<file path="config.mk">
export PLATFORM = sky130hd
export DESIGN_NAME = axis_decimating_averager
export DESIGN_NICKNAME = d
export VERILOG_FILES = /design/src/rtl/averager_pkg.sv /design/src/rtl/channel_accumulator.sv /design/src/rtl/axis_decimating_averager.sv
export SDC_FILE = /design/constraint.sdc
export NUM_CORES = 1
export LEC_CHECK = 0
export ABC_CLOCK_PERIOD_IN_PS = 4400
export CORE_MARGIN = 2
export CORE_UTILIZATION = 60
export DETAILED_ROUTE_END_ITERATION = 12
export DONT_BUFFER_PORTS = 1
export GPL_TIMING_DRIVEN = 0
export PLACE_DENSITY = 0.79
export RECOVER_POWER = 50
export SYNTH_ARGS = -nofsm -noshare
export SYNTH_HDL_FRONTEND = slang
export SYNTH_SLANG_ARGS = --single-unit
</file>
<file path="constraint.sdc">
create_clock -name clock -period 4.4 [get_ports clock]
set_input_delay 0.44 -clock clock [delete_from_list [all_inputs] [get_ports clock]]
set_output_delay 0.44 -clock clock [all_outputs]
set_load 0.02 [all_outputs]
</file>
<file path="src/rtl/averager_pkg.sv">
// Shared constants and types for axis_decimating_averager and its per-channel accumulators.
package averager_pkg;
   localparam int unsigned MAX_LOG2     = 8;
   localparam int unsigned SAMPLE_WIDTH = 32;

   typedef logic signed [SAMPLE_WIDTH-1:0]          sample_t;
   typedef logic signed [SAMPLE_WIDTH+MAX_LOG2-1:0] acc_t;
   typedef logic        [MAX_LOG2:0]                count_t;
endpackage

</file>
<file path="src/rtl/channel_accumulator.sv">
// One channel's window sum, sample count and scaled (averaged) result.
// Define AVERAGER_ROUNDING_EN for round-half-up; otherwise the shift floors toward minus infinity.
module channel_accumulator
   import averager_pkg::*;
#(
   parameter int unsigned DATA_WIDTH = 32,
   parameter int unsigned LOG2       = 2
) (
   input  logic                         clock,
   input  logic                         reset,
   input  logic                         accept,
   input  logic signed [DATA_WIDTH-1:0] sample,
   output logic                         complete,
   output logic        [DATA_WIDTH-1:0] result
);
   localparam int unsigned ACC_W  = DATA_WIDTH + MAX_LOG2;
   localparam count_t      WINDOW = count_t'(1 << LOG2);
`ifdef AVERAGER_ROUNDING_EN
   // Half an LSB of the shifted result; collapses to zero for a window of one.
   localparam logic signed [ACC_W-1:0] OFFSET = ACC_W'((1 << LOG2) >> 1);
`else
   localparam logic signed [ACC_W-1:0] OFFSET = '0;
`endif

   logic signed [ACC_W-1:0] acc;
   logic signed [ACC_W-1:0] sum;
   count_t                  cnt;

   assign sum      = acc + {{MAX_LOG2{sample[DATA_WIDTH-1]}}, sample};
   assign complete = accept && ((cnt + count_t'(1)) == WINDOW);
   assign result   = DATA_WIDTH'((sum + OFFSET) >>> LOG2);

   always_ff @(posedge clock) begin
      if (!reset) begin
         acc <= '0;
         cnt <= '0;
      end else if (complete) begin
         acc <= '0;
         cnt <= '0;
      end else if (accept) begin
         acc <= sum;
         cnt <= cnt + count_t'(1);
      end
   end
endmodule

</file>
<file path="src/rtl/axis_decimating_averager.sv">
// Per-channel decimating averager on a dest-tagged AXI-stream; one output per completed window.
// Rounding is selected in channel_accumulator by the AVERAGER_ROUNDING_EN macro.
module axis_decimating_averager
   import averager_pkg::*;
#(
   parameter int unsigned DATA_WIDTH                   = 32,
   parameter int unsigned N_CHANNELS                   = 2,
   parameter int unsigned DEST_WIDTH                   = (N_CHANNELS > 1) ? $clog2(N_CHANNELS) : 1,
   parameter int unsigned LOG2_WINDOW [N_CHANNELS-1:0] = '{3, 2}
) (
   input  logic                  clock,
   input  logic                  reset,
   input  logic [DATA_WIDTH-1:0] in_data,
   input  logic [DEST_WIDTH-1:0] in_dest,
   input  logic                  in_valid,
   output logic                  in_ready,
   output logic [DATA_WIDTH-1:0] out_data,
   output logic [DEST_WIDTH-1:0] out_dest,
   output logic                  out_valid,
   input  logic                  out_ready,
   output logic                  dest_error
);
   localparam logic [DEST_WIDTH:0] DEST_LIMIT = (DEST_WIDTH+1)'(N_CHANNELS);

   logic                  accept;
   logic                  dest_ok;
   logic [N_CHANNELS-1:0] complete;
   logic [DATA_WIDTH-1:0] result [N_CHANNELS];
   logic                  any_complete;
   logic [DEST_WIDTH-1:0] sel_dest;
   logic [DATA_WIDTH-1:0] sel_data;

   assign in_ready = !out_valid || out_ready;
   assign accept   = in_valid && in_ready;
   assign dest_ok  = {1'b0, in_dest} < DEST_LIMIT;

   for (genvar g = 0; g < N_CHANNELS; g++) begin : g_chan
      channel_accumulator #(
         .DATA_WIDTH (DATA_WIDTH),
         .LOG2       (LOG2_WINDOW[g])
      ) u_acc (
         .clock    (clock),
         .reset    (reset),
         .accept   (accept && dest_ok && (in_dest == DEST_WIDTH'(g))),
         .sample   (in_data),
         .complete (complete[g]),
         .result   (result[g])
      );
   end

   // Only the addressed channel can complete in a cycle, so this is a plain one-hot select.
   always_comb begin
      sel_dest = '0;
      sel_data = '0;
      for (int unsigned i = 0; i < N_CHANNELS; i++) begin
         if (complete[i]) begin
            sel_dest = DEST_WIDTH'(i);
            sel_data = result[i];
         end
      end
   end

   assign any_complete = |complete;

   always_ff @(posedge clock) begin
      if (!reset) begin
         out_valid  <= 1'b0;
         out_data   <= '0;
         out_dest   <= '0;
         dest_error <= 1'b0;
      end else begin
         dest_error <= accept && !dest_ok;
         if (any_complete) begin
            out_valid <= 1'b1;
            out_data  <= sel_data;
            out_dest  <= sel_dest;
         end else if (out_ready) begin
            out_valid <= 1'b0;
         end
      end
   end
endmodule

</file>
==> metrics.cfg, run 1 <==
[status]
run_status = finished, final reports clean

[route]
drt_iter0_drc = 684
finalWirelength_mm = 24.3
ant_nets = 0
drc = 0
post_drt_wl_per_cell_um = 19.0
drt-vias-per-instance = 6.20
firstDrtPassIters = 8
num_vias = 7910

[synthesis]
postSynthCellCount = 1068
synth_nets = 1178
synthArstFlopShare = 0
synth_edf_count = 0
synth_largest_area_cell = dfxtp_1
seq_area_frac_synth = 0.295
syn_avg_cell_area_sq_um = 7.70
ys.flop_type = dfxtp_1
synth_area_leaders = dfxtp_1 29%, ha_1 11%, a21oi_1 9.6%, nand2_1 7.8%, xnor2_1 4.9%
ys_ff_latch = 121
netlist_area_sq_mm = 0.00822
synth_top_cell_area_share = 0.295
synth.distinct_cells = 73
yosys_warnings = 0

[sta]
fmax_mhz = 269
worst_pin_slew_ns = 0.814
whs_ns = 0.295
final.setup.tns_ns = 0
period_needed_ns = 3.72
drv_slew = 0
slew-limit-headroom = 0.457
hold_viol_final = 0
layout_worst_path_cycle_share = 0.844
setup_viol = 0
clock-skew-final_ns = 0.00703
rsz0062_at_grt = false

[floorplanning]
die_w_um = 121
io_pins = 73
row_count = 42
die_h_um = 121
coreArea_sq_mm = 0.0133
start_util = 0.618
die_area_sq_mm = 0.0147

[power_and_ir_drop]
p_sw_mw = 0.979
intPower_mw = 2.41
powerDensity_mw_per_mm2 = 374
pwr-share-clk = 0.448
irDropWorstVdd_mv = 0.276
seq_power_share = 0.347
leakagePower_nw = 3.75
power_frac_comb = 0.205
switching_share = 0.289
power_mw = 3.39

[clock_network]
cts_max_path_buffers = 2
cts.sinks = 121
post_cts_resized = 0
root_buffer = clkbuf_16
cts_hold_buffers = 0
htree_levels = 4
post_cts_buffers = 0
cts.clk_slew.worst_paths_ns = 0.06
tritoncts = done
insertion_delay_ns = 0.44
cts_buffers = 17

[worst_setup_path]
cp-start-kind = flop
cp.required_ns = 4.70
crit_family = simple AND/OR/NAND/NOR gates
worstPathArrival_ns = 4.01
path_cells = nand2b_1 > nand2_1 > nor2_1 > and3_1 > and4_1 > clkbuf_1 > nor2_1 > clkbuf_1 > buf_6 > a211oi_1 > nor2_1
cp-end-kind = flop
worst-path-buf-inv = 3
critPathMaxStageDelay_ns = 0.61
path_max_fanout = 10
crit_slowest_cell = clkbuf_1
cpMostUsedCell = nor2_1
criticalPathCategory = flop to flop

[global_route]
grt_max_degree = 17
track_usage = 0.340
overflow = 0
first_global_vias = 7617
grt_first_pass_wirelength_mm = 38.6
antenna_found_initial = 0

[layout]
fillers = 1113
final_common_cell = nand2_1
n_antenna_cell = 0
nets = 1197
most-common-layout-cells = 171 x nand2_1, 157 x a21oi_1, 121 x dfxtp_1
fin_cells = 1276
seqCellArea_sq_mm = 0.00242
multiInputGateArea_sq_mm = 0.00546
layout-drive-gt1-share = 0.0418
area_delta_synth_final_pct = 10.2

[placement]
gp_congestion = 0.945
port_buffers = 0
dp_cells = 1244
dpl.hpwl_mm = 18.0

[hold_path]
hold_path_class = primary input to flop

[run]
drv_cap = 0

-- cell usage after synthesis (all sizes together), types with 8 or more instances --
| master | count |
|---|---|
| inv | 24 |
| a211oi | 16 |
| xor2 | 38 |
| o21ai | 34 |
| dfxtp | 121 |
| nor3 | 10 |
| ha | 71 |
| buf | 10 |
| clkbuf | 47 |
| nor2b | 11 |
| a31oi | 14 |
| a22oi | 18 |
| nor2 | 92 |
| xnor2 | 46 |
| nand2b | 10 |
| and3 | 16 |
| a21oi | 157 |
| a21o | 32 |
| nand3 | 23 |
| o21bai | 8 |
| nand2 | 171 |
| nand4 | 17 |
-- layer usage --
metal,routed length (um),global-route usage,part of all wire,vias up
met5,0,0,0,-
met3,2200,0.0789,0.090,78
met1,10000,0.430,0.41,3663
met2,11000,0.545,0.45,333
li1,-,-,-,3836
met4,1000,0.170,0.041,0
-- registers in the layout, indices dropped and copies added (netlist names) --
signal	flops
out_data	32
out_valid	1
g_chan.u_acc.cnt	18
out_dest	1
g_chan.u_acc.acc	69
-- tightest hold or removal path: cells and delay by family --
family / cells / cell delay, ns
AOI/OAI and AO/OA: 1 / 0.10
adders and majority gates: 1 / 0.10
and+or+nand+nor: 1 / 0.04
-- path summary, 6_finish.rpt --
kind / startpoint / end / slack [ns] / depth (start not counted)
max: out_valid / out_data[18] / 0.68 / 11
max reg2reg: out_valid / out_data[18] / 0.68 / 11
min reg2reg: g_chan[0].u_acc.acc[9] / g_chan[0].u_acc.acc[9] / 0.46 / 2
min: in_data[0] / g_chan[0].u_acc.acc[0] / 0.30 / 3
-- power by group through the flow --
stage	registers, mW	clock network, mW	logic [mW]
after floorplan	1.19	0	0.537
after CTS	1.17	1.51	0.684
after global routing	1.18	1.57	0.770
final	1.17	1.52	0.695
after detailed placement	1.20	0	0.675
after global placement	1.19	0	0.668
-- through the flow --
stage | utilization | worst slack [ns] | cell area, sq um
3_3_place_gp | 0.635 | 0.922 | 8440
5_1_grt | 0.681 | 0.445 | 9060
6_report | 0.681 | 0.685 | 9060
3_5_place_dp | 0.635 | 0.873 | 8440
4_1_cts | 0.682 | 0.945 | 9070
2_1_floorplan | - | 1.43 | 8220
-- cells by family after synthesis --
logic type / Yosys count / synth area share
and+or+nand+nor: 375 / 0.205
AOI/OAI and AO/OA: 327 / 0.250
DFF: 121 / 0.295
xor gates and xnor gates: 84 / 0.0895
buffers and inverters: 82 / 0.0408
adders and majority gates: 73 / 0.113
muxes: 5 / 0.00639
other: 1 / 0.000456
-- layout make-up --
class                   count  share of cell area
clock buffers              24              0.0543
plain buffers              57              0.0251
inverters                  25              0.0104
multi-input cells         865               0.603
clock inverters             8              0.0155
well taps                 176              0.0243
flip-flops and latches    121               0.267
(Power assumes the default switching activity.)
==> run 2: changes to the inputs <==
--- a/config.mk
+++ b/config.mk
@@ -5,13 +5,13 @@
 export SDC_FILE = /design/constraint.sdc
 export NUM_CORES = 1
 export LEC_CHECK = 0
-export ABC_CLOCK_PERIOD_IN_PS = 4400
+export ABC_CLOCK_PERIOD_IN_PS = 3400
 export CORE_MARGIN = 2
-export CORE_UTILIZATION = 60
+export CORE_UTILIZATION = 59
 export DETAILED_ROUTE_END_ITERATION = 12
 export DONT_BUFFER_PORTS = 1
 export GPL_TIMING_DRIVEN = 0
-export PLACE_DENSITY = 0.79
+export PLACE_DENSITY = 0.81
 export RECOVER_POWER = 50
 export SYNTH_ARGS = -nofsm -noshare
 export SYNTH_HDL_FRONTEND = slang
==> constraint.sdc (replaced) <==
create_clock -name clock -period 3.4 [get_ports clock]
set_input_delay 0.34 -clock clock [delete_from_list [all_inputs] [get_ports clock]]
set_output_delay 0.34 -clock clock [all_outputs]
set_load 0.02 [all_outputs]
==> run 2 against run 1 <==
  * First-iteration DRC count grew 2.0%
  * Total power grew 21%
  * Maximum frequency grew 14%
  * Combinational power grew 31%
  * Sequential power grew 30%
  * Global-route usage shrank 0.77 points
  * Core utilization shrank 2.4 points
  * Worst hold slack lost 0.096 ns
  * Sequential share of layout area grew 0.10 points
  * Clock skew grew 0.0014 ns
  * Critical path depth grew 2
  * Cell count grew 0.24%
==> metrics.cfg, run 2 (synthesized netlist as in run 1, its figures left out) <==
[worst_setup_path]
crit_cells = 13  ; +2
crit_family = compound AO/OA/AOI/OAI gates
crit_slowest_cell = o41ai_4
cp-start-kind = flop
cp.required_ns = 3.74  ; -0.96 ns
startpoint = g_chan[0].u_acc.acc[0]
path_cells = ha_1 > inv_1 > fa_1 > nor2b_2 > o31a_1 > nor3_2 > nor4b_4 > o41ai_4 > o21ai_4 > a211o_1 > a31oi_4 > xnor2_1 > o31ai_2
path_max_fanout = 5  ; -5
cp-end-kind = flop
rr_startpoint = g_chan[0].u_acc.acc[0]
rrSetupSlack_ns = 0.15  ; -0.53 ns
worst-path-buf-inv = 1  ; -2
ff2ff_path_depth = 13  ; +2
criticalPathCategory = flop to flop
worstPathArrival_ns = 3.59  ; -0.42 ns
crit-reg2reg-capture = out_data[28]
worstSetupEndpoint = out_data[28]
critPathMaxStageDelay_ns = 0.46  ; -0.15 ns

[sta]
timing.final.ws_setup_ns = 0.155  ; -0.530 ns
setup_viol = 0  ; unchanged
rsz0062_at_grt = false
layout_worst_path_cycle_share = 0.954  ; +0.110
worst_pin_slew_ns = 0.788  ; -0.0260 ns
slew-limit-headroom = 0.474  ; +0.0174
period_needed_ns = 3.25  ; -0.470 ns
drv_slew = 0  ; unchanged
hold_viol_final = 0  ; unchanged
fmax_mhz = 308  ; +14%
clock-skew-final_ns = 0.00847  ; +0.00144 ns

[hold_path]
hold_start = in_data[0]
hold_depth = 3  ; unchanged
hold_path_class = primary input to flop

[floorplanning]
start_util = 0.599  ; -0.0191
die_w_um = 122  ; +0.81%
row_count = 43  ; +2.4%
io_pins = 73  ; unchanged
coreArea_sq_mm = 0.0137  ; +3.2%
die_area_sq_mm = 0.0149  ; +1.6%
die_h_um = 122  ; +0.81%

[global_route]
first_global_vias = 7489  ; -1.7%
track_usage = 0.333  ; -0.00765
grt_first_pass_wirelength_mm = 38.2  ; -0.99%
antenna_found_initial = 0  ; unchanged
overflow = 0  ; unchanged
grt_max_degree = 17  ; unchanged

[status]
run_status = finished, final reports clean

[route]
drc = 0  ; unchanged
num_vias = 7951  ; +0.52%
drt_iter0_drc = 698  ; +2.0%
post_drt_wl_per_cell_um = 18.9  ; -0.75%
firstDrtPassIters = 6  ; -2
drt-vias-per-instance = 6.22  ; +0.28%
finalWirelength_mm = 24.1  ; -0.52%
ant_nets = 0  ; unchanged

[placement]
gp_congestion = 0.938  ; -0.69%
dp_worst_setup_slack_ns = -0.0185  ; -0.892 ns
port_buffers = 0  ; unchanged
dpl.hpwl_mm = 18.1  ; +0.71%

[layout]
most-common-layout-cells = 171 x nand2_1, 156 x a21oi_1, 121 x dfxtp_1
utilization = 0.658  ; -0.0235
final_common_cell = nand2_1
largest_reg_flops = 69  ; unchanged
n_antenna_cell = 0  ; unchanged
reg_top3 = g_chan.u_acc.acc: 69 flops, out_data: 32 flops, g_chan.u_acc.cnt: 18 flops
fillers = 1205  ; +8.3%
nets = 1196  ; -0.084%
layout-drive-gt1-share = 0.0491  ; +0.00732
area_delta_synth_final_pct = 9.79
max_flop_register = g_chan.u_acc.acc

[power_and_ir_drop]
power_frac_comb = 0.222  ; +0.017
p_sw_mw = 1.26  ; +29%
pwr-share-clk = 0.409  ; -0.039
powerDensity_mw_per_mm2 = 456  ; +22%
switching_share = 0.306  ; +0.0173
seq_power_share = 0.369  ; +0.022
power_mw = 4.11  ; +21%
irDropWorstVdd_mv = 0.332  ; +21%
intPower_mw = 2.85  ; +19%
leakagePower_nw = 3.74  ; -0.39%

[run]
drv_cap = 0  ; unchanged

[clock_network]
htree_levels = 4  ; unchanged
cts_hold_buffers = 0  ; unchanged
insertion_delay_ns = 0.43  ; about the same
cts_max_path_buffers = 2  ; unchanged
cts.sinks = 121  ; unchanged
tritoncts = done
root_buffer = clkbuf_16
cts.clk_slew.worst_paths_ns = 0.05  ; about the same
cts_buffers = 17  ; unchanged

-- run 2: worst register-to-register path: stages (launching register included) --
cell	delay [ns]
dfxtp_1	0.31
ha_1	0.20
inv_1	0.07
fa_1	0.22
nor2b_2	0.07
o31a_1	0.29
nor3_2	0.40
nor4b_4	0.13
o41ai_4	0.46
o21ai_4	0.14
a211o_1	0.34
a31oi_4	0.23
xnor2_1	0.11
o31ai_2	0.18
-- run 2: routing by layer --
metal | up-vias | global-route usage | wire length (um)
li1 | 3845 | - | -
met1 | 3686 | 0.423 | 10100
met2 | 354 | 0.541 | 11100
met3 | 66 | 0.0740 | 2210
met4 | 0 | 0.148 | 758
met5 | - | 0 | 0
-- run 2: cell type report --
cell class              count  area [sq um]  area share
multi-input cells         865          5510       0.611
flip-flops and latches    121          2420       0.268
clock buffers              23           468      0.0518
plain buffers              56           230      0.0255
well taps                 180           225      0.0250
inverters                  25          93.8      0.0104
clock inverters             9          73.8     0.00818
-- run 2: through the flow --
stage	instances	setup TNS [ns]	hold WS [ns]	area, sq um
CTS	1280	0	0.182	9000
floorplan	1068	0	0.436	8220
detailed placement	1248	-0.0185	0.452	8450
global route	1279	0	0.231	9030
finish	1279	0	0.199	9030
global placement	1248	0	0.446	8450
-- run 2: what timing repair did --
action / CTS / global route
pin swaps: 0 / 2
gates resized for setup: 1 / 8
setup buffers: 0 / 0
endpoints found under the setup margin: 1 / 23
-- run 2: worst min path at each step --
stage | end | slack [ns]
2_1_floorplan | g_chan[0].u_acc.acc[31] | 0.44
5_1_grt | g_chan[0].u_acc.acc[0] | 0.23
6_report | g_chan[1].u_acc.acc[0] | 0.20
3_3_place_gp | g_chan[1].u_acc.acc[15] | 0.45
3_5_place_dp | g_chan[1].u_acc.acc[32] | 0.45
4_1_cts | g_chan[1].u_acc.acc[0] | 0.18
-- run 2: power groups by stage --
stage / clock [mW] / sequential (mW) / combinational, mW
floorplan: 0 / 1.54 / 0.695
global placement: 0 / 1.55 / 0.858
detailed placement: 0 / 1.55 / 0.873
CTS: 1.69 / 1.52 / 0.883
global route: 1.75 / 1.53 / 1.01
finish: 1.68 / 1.52 / 0.912
==> run 3: changes to the inputs <==
--- a/config.mk
+++ b/config.mk
@@ -5,7 +5,7 @@
 export SDC_FILE = /design/constraint.sdc
 export NUM_CORES = 1
 export LEC_CHECK = 0
-export ABC_CLOCK_PERIOD_IN_PS = 3400
+export CORE_ASPECT_RATIO = 1.5
 export CORE_MARGIN = 2
 export CORE_UTILIZATION = 59
 export DETAILED_ROUTE_END_ITERATION = 12
==> run 3 against run 2 <==
  * Worst setup slack lost 0.10 ns
  * Critical path depth decreased by 3
  * Worst hold slack improved by 0.019 ns
  * Cell count shrank 1.6%
  * Die area increased by 0.13%
  * Non-clock buffer count down 1
  * Clock power grew 5%
  * Sequential power barely moved
  * Global-route usage grew 1.4 points
  * Via count up 0.99%
  * Critical path type unchanged
  * Critical endpoint is now out_data[30]
==> metrics.cfg, run 3 (synthesized netlist as in run 1, its figures left out) <==
[layout]
reg_top3 = g_chan.u_acc.acc: 69 flops, out_data: 32 flops, g_chan.u_acc.cnt: 18 flops
n_antenna_cell = 0  ; unchanged
nets = 1195  ; -0.084%
final_common_cell = nand2_1
most-common-layout-cells = 171 x nand2_1, 155 x a21oi_1, 121 x dfxtp_1
utilization = 0.666  ; +0.00814
area_delta_synth_final_pct = 9.63
layout-drive-gt1-share = 0.0510  ; +0.00191
max_flop_register = g_chan.u_acc.acc
largest_reg_flops = 69  ; unchanged
fillers = 1170  ; -2.9%

[worst_setup_path]
ff2ff_path_depth = 10  ; -3
crit-reg2reg-capture = out_data[30]
path_max_fanout = 5  ; unchanged
cp-end-kind = flop
worstPathArrival_ns = 3.69  ; +0.10 ns
rr_startpoint = g_chan[0].u_acc.acc[5]
cp-start-kind = flop
criticalPathCategory = flop to flop
cp.required_ns = 3.74  ; about the same
rrSetupSlack_ns = 0.05  ; -0.10 ns

[sta]
fmax_mhz = 299  ; -3.1%
worst_pin_slew_ns = 0.807  ; +0.0184 ns
drv_slew = 0  ; unchanged
clock-skew-final_ns = 0.0126  ; +0.00416 ns
layout_worst_path_cycle_share = 0.985  ; +0.0304
whs_ns = 0.218  ; +0.0188 ns
final.setup.tns_ns = 0  ; unchanged
setup_viol = 0  ; unchanged
rsz0062_at_grt = true
timing.final.ws_setup_ns = 0.0515  ; -0.103 ns
hold_viol_final = 0  ; unchanged
slew-limit-headroom = 0.459  ; -0.0155
period_needed_ns = 3.35  ; +0.103 ns

[route]
drt-vias-per-instance = 6.38  ; +2.6%
drt_iter0_drc = 631  ; -9.6%
finalWirelength_mm = 25.5  ; +5.4%
num_vias = 8030  ; +0.99%
ant_nets = 0  ; unchanged
drc = 0  ; unchanged
firstDrtPassIters = 5  ; -1
post_drt_wl_per_cell_um = 20.2  ; +7.1%

[global_route]
overflow = 0  ; unchanged
first_global_vias = 7886  ; +5.3%
track_usage = 0.347  ; +0.0140
met1_usage = 0.374  ; -0.0485
grt_use_met3 = 0.0865  ; +0.0125
grt_util_met2 = 0.598  ; +0.0571
antenna_found_initial = 0  ; unchanged
top_usage_layer = met2
grt_first_pass_wirelength_mm = 40.2  ; +5.3%
grt_max_degree = 17  ; unchanged

[clock_network]
cts_max_path_buffers = 2  ; unchanged
tritoncts = done
cts_hold_buffers = 0  ; unchanged
cts_buffers = 17  ; unchanged
post_cts_buffers = 0  ; unchanged
root_buffer = clkbuf_16
cts.sinks = 121  ; unchanged
cts.clk_slew.worst_paths_ns = 0.06  ; about the same
insertion_delay_ns = 0.42  ; about the same
htree_levels = 4  ; unchanged

[power_and_ir_drop]
powerDensity_mw_per_mm2 = 467  ; +2.4%
irDropWorstVdd_mv = 0.330  ; -0.67%
intPower_mw = 2.93  ; +2.5%
p_sw_mw = 1.28  ; +1.7%
seq_power_share = 0.361  ; -0.008
power_frac_comb = 0.218  ; -0.004
power_mw = 4.21  ; +2.3%
switching_share = 0.305  ; -0.00177
leakagePower_nw = 3.75  ; +0.21%
pwr-share-clk = 0.421  ; +0.012

[hold_path]
hold_path_class = primary input to flop
hold_start = in_data[0]
hold_path_end = g_chan[0].u_acc.acc[0]
hold_depth = 3  ; unchanged

[floorplanning]
coreArea_sq_mm = 0.0135  ; -1.4%
row_count = 52  ; +21%
die_w_um = 100  ; -18%
start_util = 0.608  ; +0.00826
io_pins = 73  ; unchanged
die_area_sq_mm = 0.0149  ; +0.13%
die_h_um = 149  ; +22%

[placement]
dpl.hpwl_mm = 18.8  ; +4.2%
port_buffers = 0  ; unchanged
dp_worst_setup_slack_ns = -0.0576  ; -0.0392 ns
gp_congestion = 0.994  ; +5.9%

[run]
drv_cap = 0  ; unchanged

[status]
run_status = finished, final reports clean

## run 3: changes by cell type in the layout (fill, tap and decap cells not counted), sizes merged
cell / previous run / this run
buf: 8 / 9
bufinv: 1 / 2
clkbuf: 71 / 68
clkinv: 9 / 8
## run 3: layer usage
metal / up-vias / share of wire
li1: 3831 / -
met1: 3733 / 0.37
met2: 360 / 0.49
met3: 106 / 0.076
met4: 0 / 0.067
met5: - / 0
## run 3: worst max path at each step
stage	to	start	cells after the start	slack (ns)
after floorplan	g_chan[0].u_acc.acc[30]	in_data[0]	13	0.53
after global routing	out_data[31]	g_chan[1].u_acc.acc[0]	13	0.0001
after detailed placement	out_data[29]	in_data[9]	12	-0.06
after CTS	g_chan[0].u_acc.acc[30]	g_chan[0].u_acc.acc[0]	13	0.07
final	out_data[30]	g_chan[0].u_acc.acc[5]	10	0.05
after global placement	out_data[29]	in_data[9]	12	-0.11
## run 3: area by class of cell
| cell class | instances | area (sq um) | share of cell area |
|---|---|---|---|
| clock inverter | 9 | 98.8 | 0.0110 |
| inverter | 25 | 93.8 | 0.0104 |
| multi-input combinational | 865 | 5500 | 0.610 |
| tap | 162 | 203 | 0.0225 |
| buffer | 55 | 234 | 0.0260 |
| clock buffer | 22 | 464 | 0.0515 |
| sequential | 121 | 2420 | 0.269 |
## run 3: stage by stage
stage | instance area, sq um | std cells
final | 9010 | 1259
after CTS | 8990 | 1261
after global placement | 8420 | 1230
after global routing | 9010 | 1259
after floorplan | 8220 | 1068
after detailed placement | 8420 | 1230
## run 3: what timing repair did
| action | in CTS | in global routing |
|---|---|---|
| pin swaps | 0 | 1 |
| gates resized for setup | 1 | 8 |
| endpoints found under the setup margin | 2 | 25 |
## run 3: critical path, stage by stage, from the launching register on
cell,delay (ns)
dfxtp_1,0.32
ha_1,0.35
o211a_1,0.23
a211oi_1,0.68
nor4b_4,0.13
o41ai_4,0.40
o21ai_2,0.18
a21oi_1,0.28
o21a_1,0.21
mux2_2,0.36
a21oi_1,0.14
## run 3: power groups by stage
stage | clock network (mW) | registers [mW] | logic, mW
after floorplan | 0 | 1.54 | 0.695
after global placement | 0 | 1.55 | 0.868
after detailed placement | 0 | 1.55 | 0.880
after CTS | 1.76 | 1.52 | 0.892
after global routing | 1.83 | 1.53 | 1.01
final | 1.77 | 1.52 | 0.917
